===== config.mk =====
export PLATFORM = sky130hd
export DESIGN_NAME = pl_col_chain_stage_flat
export DESIGN_NICKNAME = d
export VERILOG_FILES = /design/src/rtl/pl_col_chain_stage_if.sv /design/src/rtl/pl_col_chain_stage.sv /design/src/flat_wrapper.sv
export SDC_FILE = /design/constraint.sdc
export NUM_CORES = 1
export LEC_CHECK = 0
export BUFFER_PORTS_ARGS = -buffer_cell sky130_fd_sc_hd__buf_4
export CAP_MARGIN = 5
export CELL_PAD_IN_SITES_DETAIL_PLACEMENT = 1
export CELL_PAD_IN_SITES_GLOBAL_PLACEMENT = 2
export CORE_MARGIN = 2
export CORE_UTILIZATION = 34
export DETAILED_ROUTE_END_ITERATION = 16
export PLACE_DENSITY_LB_ADDON = 0.05
export RECOVER_POWER = 100
export SKIP_LAST_GASP = 1
export SYNTH_ARGS = -nofsm -noshare
export SYNTH_HDL_FRONTEND = slang
export SYNTH_SLANG_ARGS = --single-unit

===== constraint.sdc =====
create_clock -name CLK_i -period 2 [get_ports CLK_i]
set_input_delay 0.4 -clock CLK_i [delete_from_list [all_inputs] [get_ports CLK_i]]
set_output_delay 0.4 -clock CLK_i [all_outputs]
set_load 0.05 [all_outputs]

===== src/rtl/pl_col_chain_stage_if.sv =====
// Readback-chain bundle for one column stage: request, local and upstream
// words in; merged downstream word, busy and watchdog error out.
interface pl_col_chain_stage_if #(
  parameter int DATA_W = 36,
  parameter int COL_W  = 10
);
  logic              LAST_COL_i;
  logic [COL_W-1:0]  COL_ID_i;
  logic [COL_W-1:0]  PL_COL_i;
  logic              RD_REQ_i;
  logic [DATA_W-1:0] MY_COL_DATA_i;
  logic              MY_COL_VLD_i;
  logic [DATA_W-1:0] PREV_COL_DATA_i;
  logic              PREV_COL_VLD_i;
  logic [DATA_W-1:0] TO_NEXT_COL_DATA_o;
  logic              TO_NEXT_COL_VLD_o;
  logic              BUSY_o;
  logic              ERR_TMO_o;

  modport master (
    output LAST_COL_i, COL_ID_i, PL_COL_i, RD_REQ_i,
           MY_COL_DATA_i, MY_COL_VLD_i, PREV_COL_DATA_i, PREV_COL_VLD_i,
    input  TO_NEXT_COL_DATA_o, TO_NEXT_COL_VLD_o, BUSY_o, ERR_TMO_o
  );

  modport slave (
    input  LAST_COL_i, COL_ID_i, PL_COL_i, RD_REQ_i,
           MY_COL_DATA_i, MY_COL_VLD_i, PREV_COL_DATA_i, PREV_COL_VLD_i,
    output TO_NEXT_COL_DATA_o, TO_NEXT_COL_VLD_o, BUSY_o, ERR_TMO_o
  );
endinterface


===== src/rtl/pl_col_chain_stage.sv =====
// Registered column stage of the BRAM readback chain: latches the read mode,
// collects local/upstream words, emits one merged valid pulse, with watchdog.
module pl_col_chain_stage #(
  parameter int DATA_W    = 36,
  parameter int COL_W     = 10,
  parameter int BCAST_COL = 0,
  parameter int TMO_W     = 8,
  parameter int TMO_CYC   = 200
) (
  input logic CLK_i,
  input logic RESET_N_i,
  pl_col_chain_stage_if.slave bus
);

  typedef enum logic [1:0] {S_IDLE, S_WAIT, S_DONE} state_t;
  typedef enum logic [1:0] {M_OWN, M_BCAST, M_PASS} mode_t;

  localparam logic [TMO_W-1:0] TMO_LAST = TMO_W'(TMO_CYC - 1);

  state_t            state, state_n;
  mode_t             mode, req_mode;
  logic              my_got, prev_got, my_got_n, prev_got_n;
  logic [DATA_W-1:0] my_hold, prev_hold, my_hold_n, prev_hold_n;
  logic [DATA_W-1:0] merged, out_data;
  logic [TMO_W-1:0]  wd_cnt;
  logic              complete, expire, err;

  // NOTE: every always_comb output gets a default first so no path leaves a
  // signal unassigned, which would otherwise infer a latch.
  always_comb begin
    state_n     = state;
    req_mode    = M_PASS;
    my_got_n    = my_got | bus.MY_COL_VLD_i;
    prev_got_n  = prev_got | bus.PREV_COL_VLD_i;
    my_hold_n   = bus.MY_COL_VLD_i ? bus.MY_COL_DATA_i : my_hold;
    prev_hold_n = bus.PREV_COL_VLD_i ? bus.PREV_COL_DATA_i : prev_hold;
    complete    = 1'b0;
    merged      = '0;

    // Own column / chain head takes priority over the broadcast code.
    if (bus.PL_COL_i == bus.COL_ID_i || bus.LAST_COL_i)
      req_mode = M_OWN;
    else if (bus.PL_COL_i == COL_W'(BCAST_COL))
      req_mode = M_BCAST;

    case (mode)
      M_OWN:   begin complete = my_got_n;              merged = my_hold_n;               end
      M_BCAST: begin complete = my_got_n & prev_got_n; merged = my_hold_n | prev_hold_n; end
      default: begin complete = prev_got_n;            merged = prev_hold_n;             end
    endcase

    expire = (wd_cnt == TMO_LAST) && !complete;

    case (state)
      S_IDLE:  if (bus.RD_REQ_i) state_n = S_WAIT;
      S_WAIT: begin
        if (complete)    state_n = S_DONE;
        else if (expire) state_n = S_IDLE;
      end
      default: state_n = S_IDLE;
    endcase
  end

  // NOTE: sequential state uses non-blocking assignments so every register
  // samples the pre-edge values regardless of statement order.
  always_ff @(posedge CLK_i) begin
    if (!RESET_N_i) state <= S_IDLE;
    else            state <= state_n;
  end

  always_ff @(posedge CLK_i) begin
    if (!RESET_N_i) begin
      mode      <= M_OWN;
      my_got    <= 1'b0;
      prev_got  <= 1'b0;
      my_hold   <= '0;
      prev_hold <= '0;
      out_data  <= '0;
      wd_cnt    <= '0;
      err       <= 1'b0;
    end else begin
      case (state)
        S_IDLE: if (bus.RD_REQ_i) begin
          mode   <= req_mode;
          err    <= 1'b0;
          wd_cnt <= '0;
        end
        S_WAIT: begin
          my_got    <= my_got_n;
          prev_got  <= prev_got_n;
          my_hold   <= my_hold_n;
          prev_hold <= prev_hold_n;
          wd_cnt    <= wd_cnt + TMO_W'(1);
          if (complete) begin
            out_data <= merged;
          end else if (expire) begin
            err       <= 1'b1;
            my_got    <= 1'b0;
            prev_got  <= 1'b0;
            my_hold   <= '0;
            prev_hold <= '0;
          end
        end
        default: begin
          out_data  <= '0;
          my_got    <= 1'b0;
          prev_got  <= 1'b0;
          my_hold   <= '0;
          prev_hold <= '0;
        end
      endcase
    end
  end

  assign bus.TO_NEXT_COL_DATA_o = out_data;
  assign bus.TO_NEXT_COL_VLD_o  = (state == S_DONE);
  assign bus.BUSY_o             = (state != S_IDLE);
  assign bus.ERR_TMO_o          = err;

endmodule


===== src/flat_wrapper.sv =====
// flat-port wrapper written by rule: the top's interface ports become plain ports
module pl_col_chain_stage_flat 
#(
  parameter int DATA_W    = 36,
  parameter int COL_W     = 10,
  parameter int BCAST_COL = 0,
  parameter int TMO_W     = 8,
  parameter int TMO_CYC   = 200
)
  (CLK_i, RESET_N_i, bus_LAST_COL_i, bus_COL_ID_i, bus_PL_COL_i, bus_RD_REQ_i, bus_MY_COL_DATA_i, bus_MY_COL_VLD_i, bus_PREV_COL_DATA_i, bus_PREV_COL_VLD_i, bus_TO_NEXT_COL_DATA_o, bus_TO_NEXT_COL_VLD_o, bus_BUSY_o, bus_ERR_TMO_o);
  pl_col_chain_stage_if #(.DATA_W(DATA_W), .COL_W(COL_W)) bus_i ();
  input logic CLK_i;
  input logic RESET_N_i;
  input wire logic [$bits(bus_i.LAST_COL_i)-1:0] bus_LAST_COL_i;
  input wire logic [$bits(bus_i.COL_ID_i)-1:0] bus_COL_ID_i;
  input wire logic [$bits(bus_i.PL_COL_i)-1:0] bus_PL_COL_i;
  input wire logic [$bits(bus_i.RD_REQ_i)-1:0] bus_RD_REQ_i;
  input wire logic [$bits(bus_i.MY_COL_DATA_i)-1:0] bus_MY_COL_DATA_i;
  input wire logic [$bits(bus_i.MY_COL_VLD_i)-1:0] bus_MY_COL_VLD_i;
  input wire logic [$bits(bus_i.PREV_COL_DATA_i)-1:0] bus_PREV_COL_DATA_i;
  input wire logic [$bits(bus_i.PREV_COL_VLD_i)-1:0] bus_PREV_COL_VLD_i;
  output wire logic [$bits(bus_i.TO_NEXT_COL_DATA_o)-1:0] bus_TO_NEXT_COL_DATA_o;
  output wire logic [$bits(bus_i.TO_NEXT_COL_VLD_o)-1:0] bus_TO_NEXT_COL_VLD_o;
  output wire logic [$bits(bus_i.BUSY_o)-1:0] bus_BUSY_o;
  output wire logic [$bits(bus_i.ERR_TMO_o)-1:0] bus_ERR_TMO_o;
  assign bus_i.LAST_COL_i = bus_LAST_COL_i;
  assign bus_i.COL_ID_i = bus_COL_ID_i;
  assign bus_i.PL_COL_i = bus_PL_COL_i;
  assign bus_i.RD_REQ_i = bus_RD_REQ_i;
  assign bus_i.MY_COL_DATA_i = bus_MY_COL_DATA_i;
  assign bus_i.MY_COL_VLD_i = bus_MY_COL_VLD_i;
  assign bus_i.PREV_COL_DATA_i = bus_PREV_COL_DATA_i;
  assign bus_i.PREV_COL_VLD_i = bus_PREV_COL_VLD_i;
  assign bus_TO_NEXT_COL_DATA_o = bus_i.TO_NEXT_COL_DATA_o;
  assign bus_TO_NEXT_COL_VLD_o = bus_i.TO_NEXT_COL_VLD_o;
  assign bus_BUSY_o = bus_i.BUSY_o;
  assign bus_ERR_TMO_o = bus_i.ERR_TMO_o;
  pl_col_chain_stage #(.DATA_W(DATA_W), .COL_W(COL_W), .BCAST_COL(BCAST_COL), .TMO_W(TMO_W), .TMO_CYC(TMO_CYC)) u_core (.CLK_i(CLK_i), .RESET_N_i(RESET_N_i), .bus(bus_i));
endmodule

==> flow_summary.toml, run 1 <==
[floorplanning]
die_w_um = 149
io-pin-count = 137
core_um2 = 20800
die_area_um2 = 22300
die_y_um = 149
start_util_pct = 34.4
num_rows = 53

[run]
maxCapViolCount = 0

[clock_network]
clock-sinks = 123
ctsLongestPathBuffers = 2
cts_tree = "yes"
clkLatencyLatePin_ns = 0.43
htreeDepth = 4
ctsHoldBuffers = 0
root_buffer = "clkbuf_16"
numCtsBuffers = 17
path_clk_slew_ns = 0.06
postCtsSetupBuffers = 0

[drt]
routed_via_density = 5.74
top_layer = "met4"
drc = 0
totalWireLength_um = 25100
wl_per_cell_um = 21.1
wl_met3_um = 929
wl_met2_um = 12300
antenna_left = 0
vias = 6826
route.layer.met1.wl_um = 11600
first_iter_violations = 379
drt-pass1-iter-count = 5

[critical_path]
worstSetupStartpointType = "register"
cp.required_ns = 2.37
r2r_end = "u_core.bus.TO_NEXT_COL_DATA_o[34]$_SDFFE_PN0P_"
path_class = "reg -> reg"
ff2ff_path_depth = 4
regToRegSetupSlack_ns = 0.09
cp.arrival_ns = 2.27
end_kind = "register"
reg2reg_from = "u_core.mode[1]$_SDFFE_PN0P_"
crit_path_max_fanout = 35

[global_route]
grt_pass1_wl_um = 39800
grt_use_total_pct = 22.7
grt_pass1_vias = 7125
grt_start_max_net_pins = 76
antenna_found_initial = 1
overflow = 0

[hold_path]
hold_path_end = "u_core.prev_hold[27]$_SDFFE_PN0N_"
worstHoldPathCells = 3
hold_start = "bus_PREV_COL_DATA_i[27]"
worst_hold_path_type = "in -> reg"

[logic_synthesis]
synth_seq_area_share_pct = 34.4
synth_common_cells = "dfxtp_1, mux2i_1, nand3b_1, nor3b_1, o21ai_0"
avgSynthCellArea_um2 = 8.79
yosysMostFrequentCell = "dfxtp_1"
netlist-cell-type-count = 46
synth_nets = 914
yosysTopAreaCell = "dfxtp_1"
synth_area_leaders = "dfxtp_1, mux2i_1, nand3b_1, nor3b_1, o21ai_0"
ys_seq_elements = 123
synth_edf_count = 0
synth_area_um2 = 7170
async_flop_share_pct = 0
synth_ff_type = "dfxtp_1"
synth_warnings = 0
syn_inst = 815
synth_top_cell_area_share_pct = 34.4

[placement]
port_buffers = 136
pre_cts_slack_ns = 0.0456
place_congestion = 0.740
dp.cells = 1156
dp_hpwl_um = 15900

[power_and_ir_drop]
power.density_nw_per_um2 = 820
power_leakage_nw = 3.47
ir_drop_mv = 0.531

[layout]
final_util_pct = 42.7
final_net_count = 999
nFillCells = 2446
area_delta_synth_final_pct = 24.1
post_layout_nonfiller_instances = 1189
drive_above_1_share_pct = 18.5

[timing]
tightest_slew_ns = 0.840
max_freq_mhz = 524
setup-tns-final_ns = 0
final_max_slew_viol_count = 0
period_share_pct = 95.4
slew_headroom_pct = 44.0
final-setup-viol-count = 0
hold_viol = 0
post-route-min-period_ns = 1.91
worst_slack_ns = 0.0926
fin_skew_ns = 0.00918
rsz0062_at_grt = "no"
whs_ns = 0.260

[status]
status = "complete, no violations"
==> cells in the final DEF (no fill, tap or decap), types with 17 or more instances in the layout <==
cell | Yosys | routed
clkbuf_16 | 0 | 17
a22o_1 | 34 | 34
o2111ai_1 | 36 | 36
mux2i_1 | 75 | 75
nand3_1 | 42 | 41
clkbuf_1 | 58 | 37
inv_1 | 39 | 39
nor3b_1 | 73 | 73
o22ai_1 | 34 | 34
o21ai_0 | 73 | 72
o211ai_1 | 37 | 37
dfxtp_1 | 123 | 122
nand3b_1 | 73 | 73
buf_4 | 3 | 113
==> cell families (layout without fill, tap and decap cells) <==
group	Yosys count	in the layout	synth area share, %
mux	77	77	10.8
flops	123	123	34.4
simple gates	232	232	21.7
compound gates	237	237	23.2
other cells	0	1	0
xor+xnor	10	10	1.22
buf+inv	135	233	8.57
fa+ha+maj	1	1	0.175
==> layer usage <==
layer | track usage [%] | vias up
met5 | 0 | -
li1 | - | 3239
met3 | 3.98 | 25
met1 | 29.5 | 3431
met2 | 38.9 | 131
met4 | 5.76 | 0
==> worst max-delay path, cell delays in order, from the launching register on <==
cell and delay [ns]:
dfxtp_1 0.45, or3_1 0.15, o31a_2 0.25, and2_2 0.74
a22o_1 0.26
==> registers in the layout, summed over array words and instances, names as in the netlist <==
signal / count
u_core.bus.ERR_TMO_o: 1
u_core.bus.TO_NEXT_COL_DATA_o: 36
u_core.mode: 2
u_core.my_got: 1
u_core.my_hold: 36
u_core.prev_got: 1
u_core.prev_hold: 36
u_core.state: 2
u_core.wd_cnt: 8
==> layout make-up <==
type                            instances  area, µm²  area share, %
Tap cell                              275        344           3.87
Sequential cell                       123       2460           27.7
Inverter                               39        146           1.65
Antenna cell                            1       2.50         0.0281
Timing Repair Buffer                  162       1170           13.2
Multi-Input combinational cell        557       4130           46.4
Clock buffer                           18        439           4.94
Clock inverter                         14        195           2.20
==> report_power, final <==
group	internal [mW]	switching [mW]	total [mW]
registers	2.58	0.0920	2.67
clock network	2.12	1.25	3.37
logic	0.493	0.748	1.24
total	5.20	2.09	7.29
==> per-stage QoR <==
step / area [µm²] / total power [mW]
floorplan: 7170 / 3.49
global placement: 8400 / 3.95
global route: 8890 / 7.58
CTS: 9030 / 7.38
finish: 8890 / 7.29
detailed placement: 8400 / 3.99
==> worst max path at each step <==
| stage | slack (ns) | depth (start not counted) | startpoint | endpoint |
|---|---|---|---|---|
| after global routing | 0.02 | 5 | u_core.mode[1]$_SDFFE_PN0P_ | u_core.my_hold[13]$_SDFFE_PN0N_ |
| after detailed placement | 0.05 | 5 | bus_MY_COL_VLD_i | u_core.bus.TO_NEXT_COL_DATA_o[8]$_SDFFE_PN0P_ |
| after global placement | 0.1 | 5 | bus_MY_COL_VLD_i | u_core.bus.TO_NEXT_COL_DATA_o[20]$_SDFFE_PN0P_ |
| after CTS | 0.05 | 6 | u_core.wd_cnt[0]$_SDFFE_PN0P_ | u_core.my_got$_SDFFE_PN0N_ |
| after floorplan | 0.18 | 3 | u_core.state[0]$_SDFFE_PN0P_ | bus_TO_NEXT_COL_VLD_o |
| final | 0.09 | 4 | u_core.mode[1]$_SDFFE_PN0P_ | u_core.bus.TO_NEXT_COL_DATA_o[34]$_SDFFE_PN0P_ |
==> timing repair <==
action | in CTS | in global routing
gates resized for setup | 0 | 2
endpoints found under the hold margin | 0 | 0
setup endpoints to repair | 0 | 5
(Power assumes the default switching activity.)
==> inputs of run 2 (changes only) <==
- PLACE_DENSITY_LB_ADDON: 0.05 -> 0.25
- SLEW_MARGIN: unset -> 10
==> run 2 against run 1 <==
Effect of this change:
- final area decreased by 0.15%
- power decreased by 1.7%
- via count increased by 0.12%
- combinational power about the same
- flip-flop and latch count unchanged
- core utilization decreased by 0.066 points
- clock power decreased by 4%
- largest power group unchanged
- highest routed layer unchanged
==> flow_summary.toml, run 2 (synthesis results as in run 1) <==
[drt]
drt-pass1-iter-count = 4
totalWireLength_um = 24800
drc = 0
antenna_left = 0
wl_per_cell_um = 21.0
vias = 6834
first_iter_violations = 444
routed_via_density = 5.77

[layout]
antenna_cells = 0
final_cell_mix = "dfxtp_1, buf_4, mux2i_1"
area_delta_synth_final_pct = 23.9
final_net_count = 997
drive_above_1_share_pct = 18.0
layout_commonest_cell = "dfxtp_1"
finish.instance_area_um2 = 8880

[global_route]
grt_pass1_vias = 7344
grt_util_met1_pct = 29.6
grt_pass1_wl_um = 39700
antenna_found_initial = 0
grt_util_met3_pct = 4.56
grt_use_total_pct = 22.5
top_usage_layer = "met2"
overflow = 0
grt_use_met2_pct = 37.3
grt_start_max_net_pins = 110

[floorplanning]
start_util_pct = 34.4
io-pin-count = 137
die_y_um = 149
die_area_um2 = 22300
core_um2 = 20800
die_w_um = 149
num_rows = 53

[critical_path]
ff2ff_path_depth = 5
reg2reg_from = "u_core.mode[1]$_SDFFE_PN0P_"
crit_slowest_cell = "dfxtp_2"
cp.required_ns = 1.60
critical_path_depth = 3
end_kind = "output port"
max_stage_delay_ns = 0.36
crit_chain = "buf_8, nor2b_1, clkbuf_4"
crit_family = "buffers and inverters"
startpoint = "u_core.state[0]$_SDFFE_PN0P_"
cp.arrival_ns = 1.55
path_class = "reg -> out"
worstSetupStartpointType = "register"
crit_path_max_fanout = 44
critPathBufInv = 2

[hold_path]
hold_start = "bus_PREV_COL_DATA_i[34]"
worstHoldPathCells = 3
worst_hold_path_type = "in -> reg"

[run]
maxCapViolCount = 0

[timing]
tightest_slew_ns = 0.680
setup-tns-final_ns = 0
max_freq_mhz = 512
rsz0062_at_grt = "no"
period_share_pct = 97.6
final-setup-viol-count = 0
slew_headroom_pct = 54.7
final_max_slew_viol_count = 0
worst_slack_ns = 0.0474
fin_skew_ns = 0.00893
post-route-min-period_ns = 1.95
hold_viol = 0

[clock_network]
ctsHoldBuffers = 0
path_clk_slew_ns = 0.06
postCtsSetupBuffers = 0
numCtsBuffers = 17
clock-sinks = 123
root_buffer = "clkbuf_16"
htreeDepth = 4
cts_tree = "yes"
ctsLongestPathBuffers = 2
clkLatencyLatePin_ns = 0.43

[placement]
pre_cts_slack_ns = 0.0103
dp_hpwl_um = 15600
place_congestion = 0.713
placed_area_um2 = 8410
port_buffers = 136

[power_and_ir_drop]
ir_drop_mv = 0.567
power_leakage_nw = 3.47
power.density_nw_per_um2 = 807

[status]
status = "complete, no violations"
[run 2: cell types whose count changed in the layout (fill, tap and decap cells not counted), sizes merged]
| cell | change |
|---|---|
| buf | -3 |
| bufinv | -1 |
| clkbuf | +6 |
| clkinv | -2 |
| clkinvlp | -3 |
| diode | -1 |
| inv | -1 |
[run 2: area by class of cell]
cell class	instances	area, µm²
fillers	2456	11900
multi-input cells	557	4130
flip-flops and latches	123	2460
repair buffers	160	1180
clock buffers	23	498
well taps	275	344
inverters	39	146
clock inverters	7	113
[run 2: path summary, 6_finish.rpt]
check,end,slack [ns]
max,bus_TO_NEXT_COL_VLD_o,0.05
min,u_core.prev_hold[34]$_SDFFE_PN0N_,0.26
max reg2reg,u_core.bus.TO_NEXT_COL_DATA_o[30]$_SDFFE_PN0P_,0.13
min reg2reg,u_core.bus.TO_NEXT_COL_DATA_o[18]$_SDFFE_PN0P_,0.48
[run 2: through the flow]
| step | hold WS [ns] | cells | total power, mW | util, % |
|---|---|---|---|---|
| floorplan | 0.431 | 815 | 3.49 | - |
| global placement | 0.452 | 1154 | 3.95 | 40.4 |
| detailed placement | 0.468 | 1154 | 4.00 | 40.4 |
| CTS | 0.247 | 1184 | 7.24 | 43.3 |
| global route | 0.267 | 1184 | 7.43 | 42.6 |
| finish | 0.257 | 1184 | 7.17 | 42.6 |
[run 2: power breakdown]
group | leakage, nW | total (mW) | internal (mW) | switching (mW)
Combinational | 2.17 | 1.25 | 0.495 | 0.754
Sequential | 0.999 | 2.68 | 2.58 | 0.0951
Clock | 0.301 | 3.24 | 2.10 | 1.14
[run 2: tightest hold or removal path, cell delays in order]
cell	delay [ns]
buf_4	0.09
o2111ai_1	0.09
nand3_1	0.08
[run 2: timing repair]
| item | in CTS | in global routing |
|---|---|---|
| setup endpoints to repair | 2 | 40 |
| endpoints found under the hold margin | 0 | 0 |
| pin swaps | 0 | 0 |
| gates resized for setup | 2 | 3 |
[run 2: routing by layer]
metal,up-vias,wire length [µm]
met5,-,0
met4,0,410
met3,31,1020
met2,139,12000
met1,3422,11300
li1,3242,-
==> inputs of run 3 (changes only) <==
- ABC_AREA: unset -> 1
- BUFFER_PORTS_ARGS: -buffer_cell sky130_fd_sc_hd__buf_4 -> -buffer_cell sky130_fd_sc_hd__buf_2
- CAP_MARGIN: 5 -> 25
- CORE_UTILIZATION: 34 -> 31
==> run 3 against run 2 <==
Effect of this change:
- clock power is essentially flat
- cell count shrank 6.6%
- synthesized cell count decreased by 8.8%
- power down 3.6%
- clock skew is essentially flat
- clock-buffer cell count decreased by 2
- flip-flop and latch count stayed put
- combinational power decreased by 15%
- wire length decreased by 19%
- sequential power down 2%
- synthesized area is 17% lower
- global-route usage down 2.4 points
- critical path type unchanged
==> flow_summary.toml, run 3 <==
[drt]
totalWireLength_um = 20100
routed_via_density = 5.13
wl_per_cell_um = 18.1
first_iter_violations = 219
vias = 5673
drc = 0
drt-pass1-iter-count = 4
antenna_left = 0

[placement]
dp.cells = 1074
pre_cts_slack_ns = 0.00663
port_buffers = 136
place_congestion = 0.771
dp_hpwl_um = 13400

[floorplanning]
start_util_pct = 31.8
core_um2 = 18800
die_y_um = 143
num_rows = 50
die_w_um = 143
io-pin-count = 137
die_area_um2 = 20300

[critical_path]
regToRegSetupSlack_ns = 0.21
worstSetupStartpointType = "register"
ff2ff_path_depth = 5
crit_chain = "nor2_1, inv_1, clkbuf_2"
max_stage_delay_ns = 0.34
critPathBufInv = 2
r2r_end = "u_core.bus.TO_NEXT_COL_DATA_o[25]$_SDFFE_PN0P_"
crit_path_max_fanout = 4
reg2reg_from = "u_core.mode[1]$_SDFFE_PN0P_"
end_kind = "output port"
crit_slowest_cell = "dfxtp_1"
cp.arrival_ns = 1.43
cp.required_ns = 1.60
crit_family = "buffers and inverters"
path_class = "reg -> out"

[logic_synthesis]
synth_area_leaders = "dfxtp_1, mux2i_1, nand2_1, nand3b_1, a21oi_1"
ys_seq_elements = 123
netlist-cell-type-count = 28
synth_common_cells = "nand2_1, dfxtp_1, a21oi_1"
synth_ff_type = "dfxtp_1"
synth_area_um2 = 5960
syn_inst = 743
synth_top_cell_area_share_pct = 41.3
avgSynthCellArea_um2 = 8.02
yosysTopAreaCell = "dfxtp_1"
synth_warnings = 0
synth_nets = 842
async_flop_share_pct = 0
synth_seq_area_share_pct = 41.3
yosysMostFrequentCell = "nand2_1"
synth_edf_count = 0

[power_and_ir_drop]
p_sw_share_pct = 27.6
ir_drop_mv = 0.603
power.density_nw_per_um2 = 936
pwr-share-clk_pct = 46.9
seqPwrFrac_pct = 37.8
p_switching_mw = 1.91
power_frac_comb_pct = 15.3
power_leakage_nw = 2.90
p_int_mw = 5.01

[global_route]
overflow = 0
grt_pass1_wl_um = 31800
grt_use_total_pct = 20.1
antenna_found_initial = 0
grt_pass1_vias = 6175
grt_start_max_net_pins = 53

[timing]
tightest_slew_ns = 0.923
max_freq_mhz = 547
rsz0062_at_grt = "no"
worst_slack_ns = 0.173
period_share_pct = 91.4
setup-tns-final_ns = 0
final_max_slew_viol_count = 0
final-setup-viol-count = 0
hold_viol = 0
post-route-min-period_ns = 1.83
fin_skew_ns = 0.00869
slew_headroom_pct = 38.5

[clock_network]
root_buffer = "clkbuf_16"
cts_tree = "yes"
clkLatencyLatePin_ns = 0.42
clock-sinks = 123
numCtsBuffers = 17
ctsLongestPathBuffers = 2
path_clk_slew_ns = 0.05
htreeDepth = 4

[layout]
final_cell_mix = "nand2_1, dfxtp_1, buf_2"
multi_input_area_um2 = 3070
layout_commonest_cell = "nand2_1"
antenna_cells = 0
post_layout_nonfiller_instances = 1106
final_net_count = 958
nFillCells = 2317
area_delta_synth_final_pct = 23.9
seq_area_um2 = 2460
drive_above_1_share_pct = 18.9

[hold_path]
worst_hold_path_type = "in -> reg"
worstHoldPathCells = 4
hold_start = "bus_LAST_COL_i"
hold_path_end = "u_core.mode[1]$_SDFFE_PN0P_"

[run]
maxCapViolCount = 0

[status]
status = "complete, no violations"
[run 3: repair_timing]
action	4_1_cts	5_1_grt
buffers inserted	0	0
endpoints found under the setup margin	0	3
hold buffers	0	0
resized for setup	0	2
[run 3: tightest hold or removal path, delay by kind of cell]
family,cells,cell delay (ns)
simple gates,1,0.10
compound gates,1,0.07
buf+inv,2,0.11
[run 3: final cells by class]
cell class | instances | share of cell area (%)
well taps | 234 | 3.96
flip-flops and latches | 123 | 33.4
repair buffers | 155 | 11.2
clock buffers | 21 | 6.51
multi-input cells | 533 | 41.5
clock inverters | 11 | 1.91
inverters | 29 | 1.51
[run 3: stage by stage]
stage	instance area, µm²	hold WS [ns]	util, %	total power, mW
floorplan	5960	0.441	-	3.37
global placement	6830	0.436	36.4	3.72
detailed placement	6830	0.439	36.4	3.76
CTS	7450	0.318	39.7	6.99
global route	7380	0.331	39.3	7.18
finish	7380	0.316	39.3	6.91
[run 3: routing by layer]
layer  vias up  global-route usage [%]  share of wire [%]
li1       2779                       -                  -
met1      2792                    23.2                 44
met2        88                    37.8                 52
met3        14                    3.66                2.9
met4         0                    5.63                1.1
met5         -                       0                  0
[run 3: kinds of logic after synthesis]
| family | Yosys count | synth area share [%] |
|---|---|---|
| buffers and inverters | 87 | 7.26 |
| XOR/XNOR | 6 | 0.882 |
| adder cells (fa/ha/maj) | 1 | 0.210 |
| flip-flops | 123 | 41.3 |
| multiplexers | 69 | 11.6 |
| AO/OA/AOI/OAI | 170 | 15.4 |
| AND/OR/NAND/NOR | 287 | 23.3 |
[run 3: power groups by stage]
stage	registers (mW)	clock network, mW	logic, mW
final	2.62	3.24	1.06
after global routing	2.63	3.40	1.15
after CTS	2.62	3.29	1.09
after detailed placement	2.67	0	1.09
after global placement	2.66	0	1.06
after floorplan	2.76	0	0.611
[run 3: how the worst max path moves through the flow]
| stage | to | cells past startpoint | start |
|---|---|---|---|
| after floorplan | u_core.my_hold[23]$_SDFFE_PN0N_ | 9 | bus_PREV_COL_VLD_i |
| after global placement | u_core.bus.TO_NEXT_COL_DATA_o[19]$_SDFFE_PN0P_ | 9 | bus_MY_COL_VLD_i |
| after detailed placement | u_core.bus.TO_NEXT_COL_DATA_o[13]$_SDFFE_PN0P_ | 9 | bus_MY_COL_VLD_i |
| after CTS | bus_TO_NEXT_COL_VLD_o | 3 | u_core.state[1]$_SDFFE_PN0P_ |
| after global routing | u_core.my_hold[3]$_SDFFE_PN0N_ | 6 | u_core.state[1]$_SDFFE_PN0P_ |
| final | bus_BUSY_o | 3 | u_core.state[0]$_SDFFE_PN0P_ |
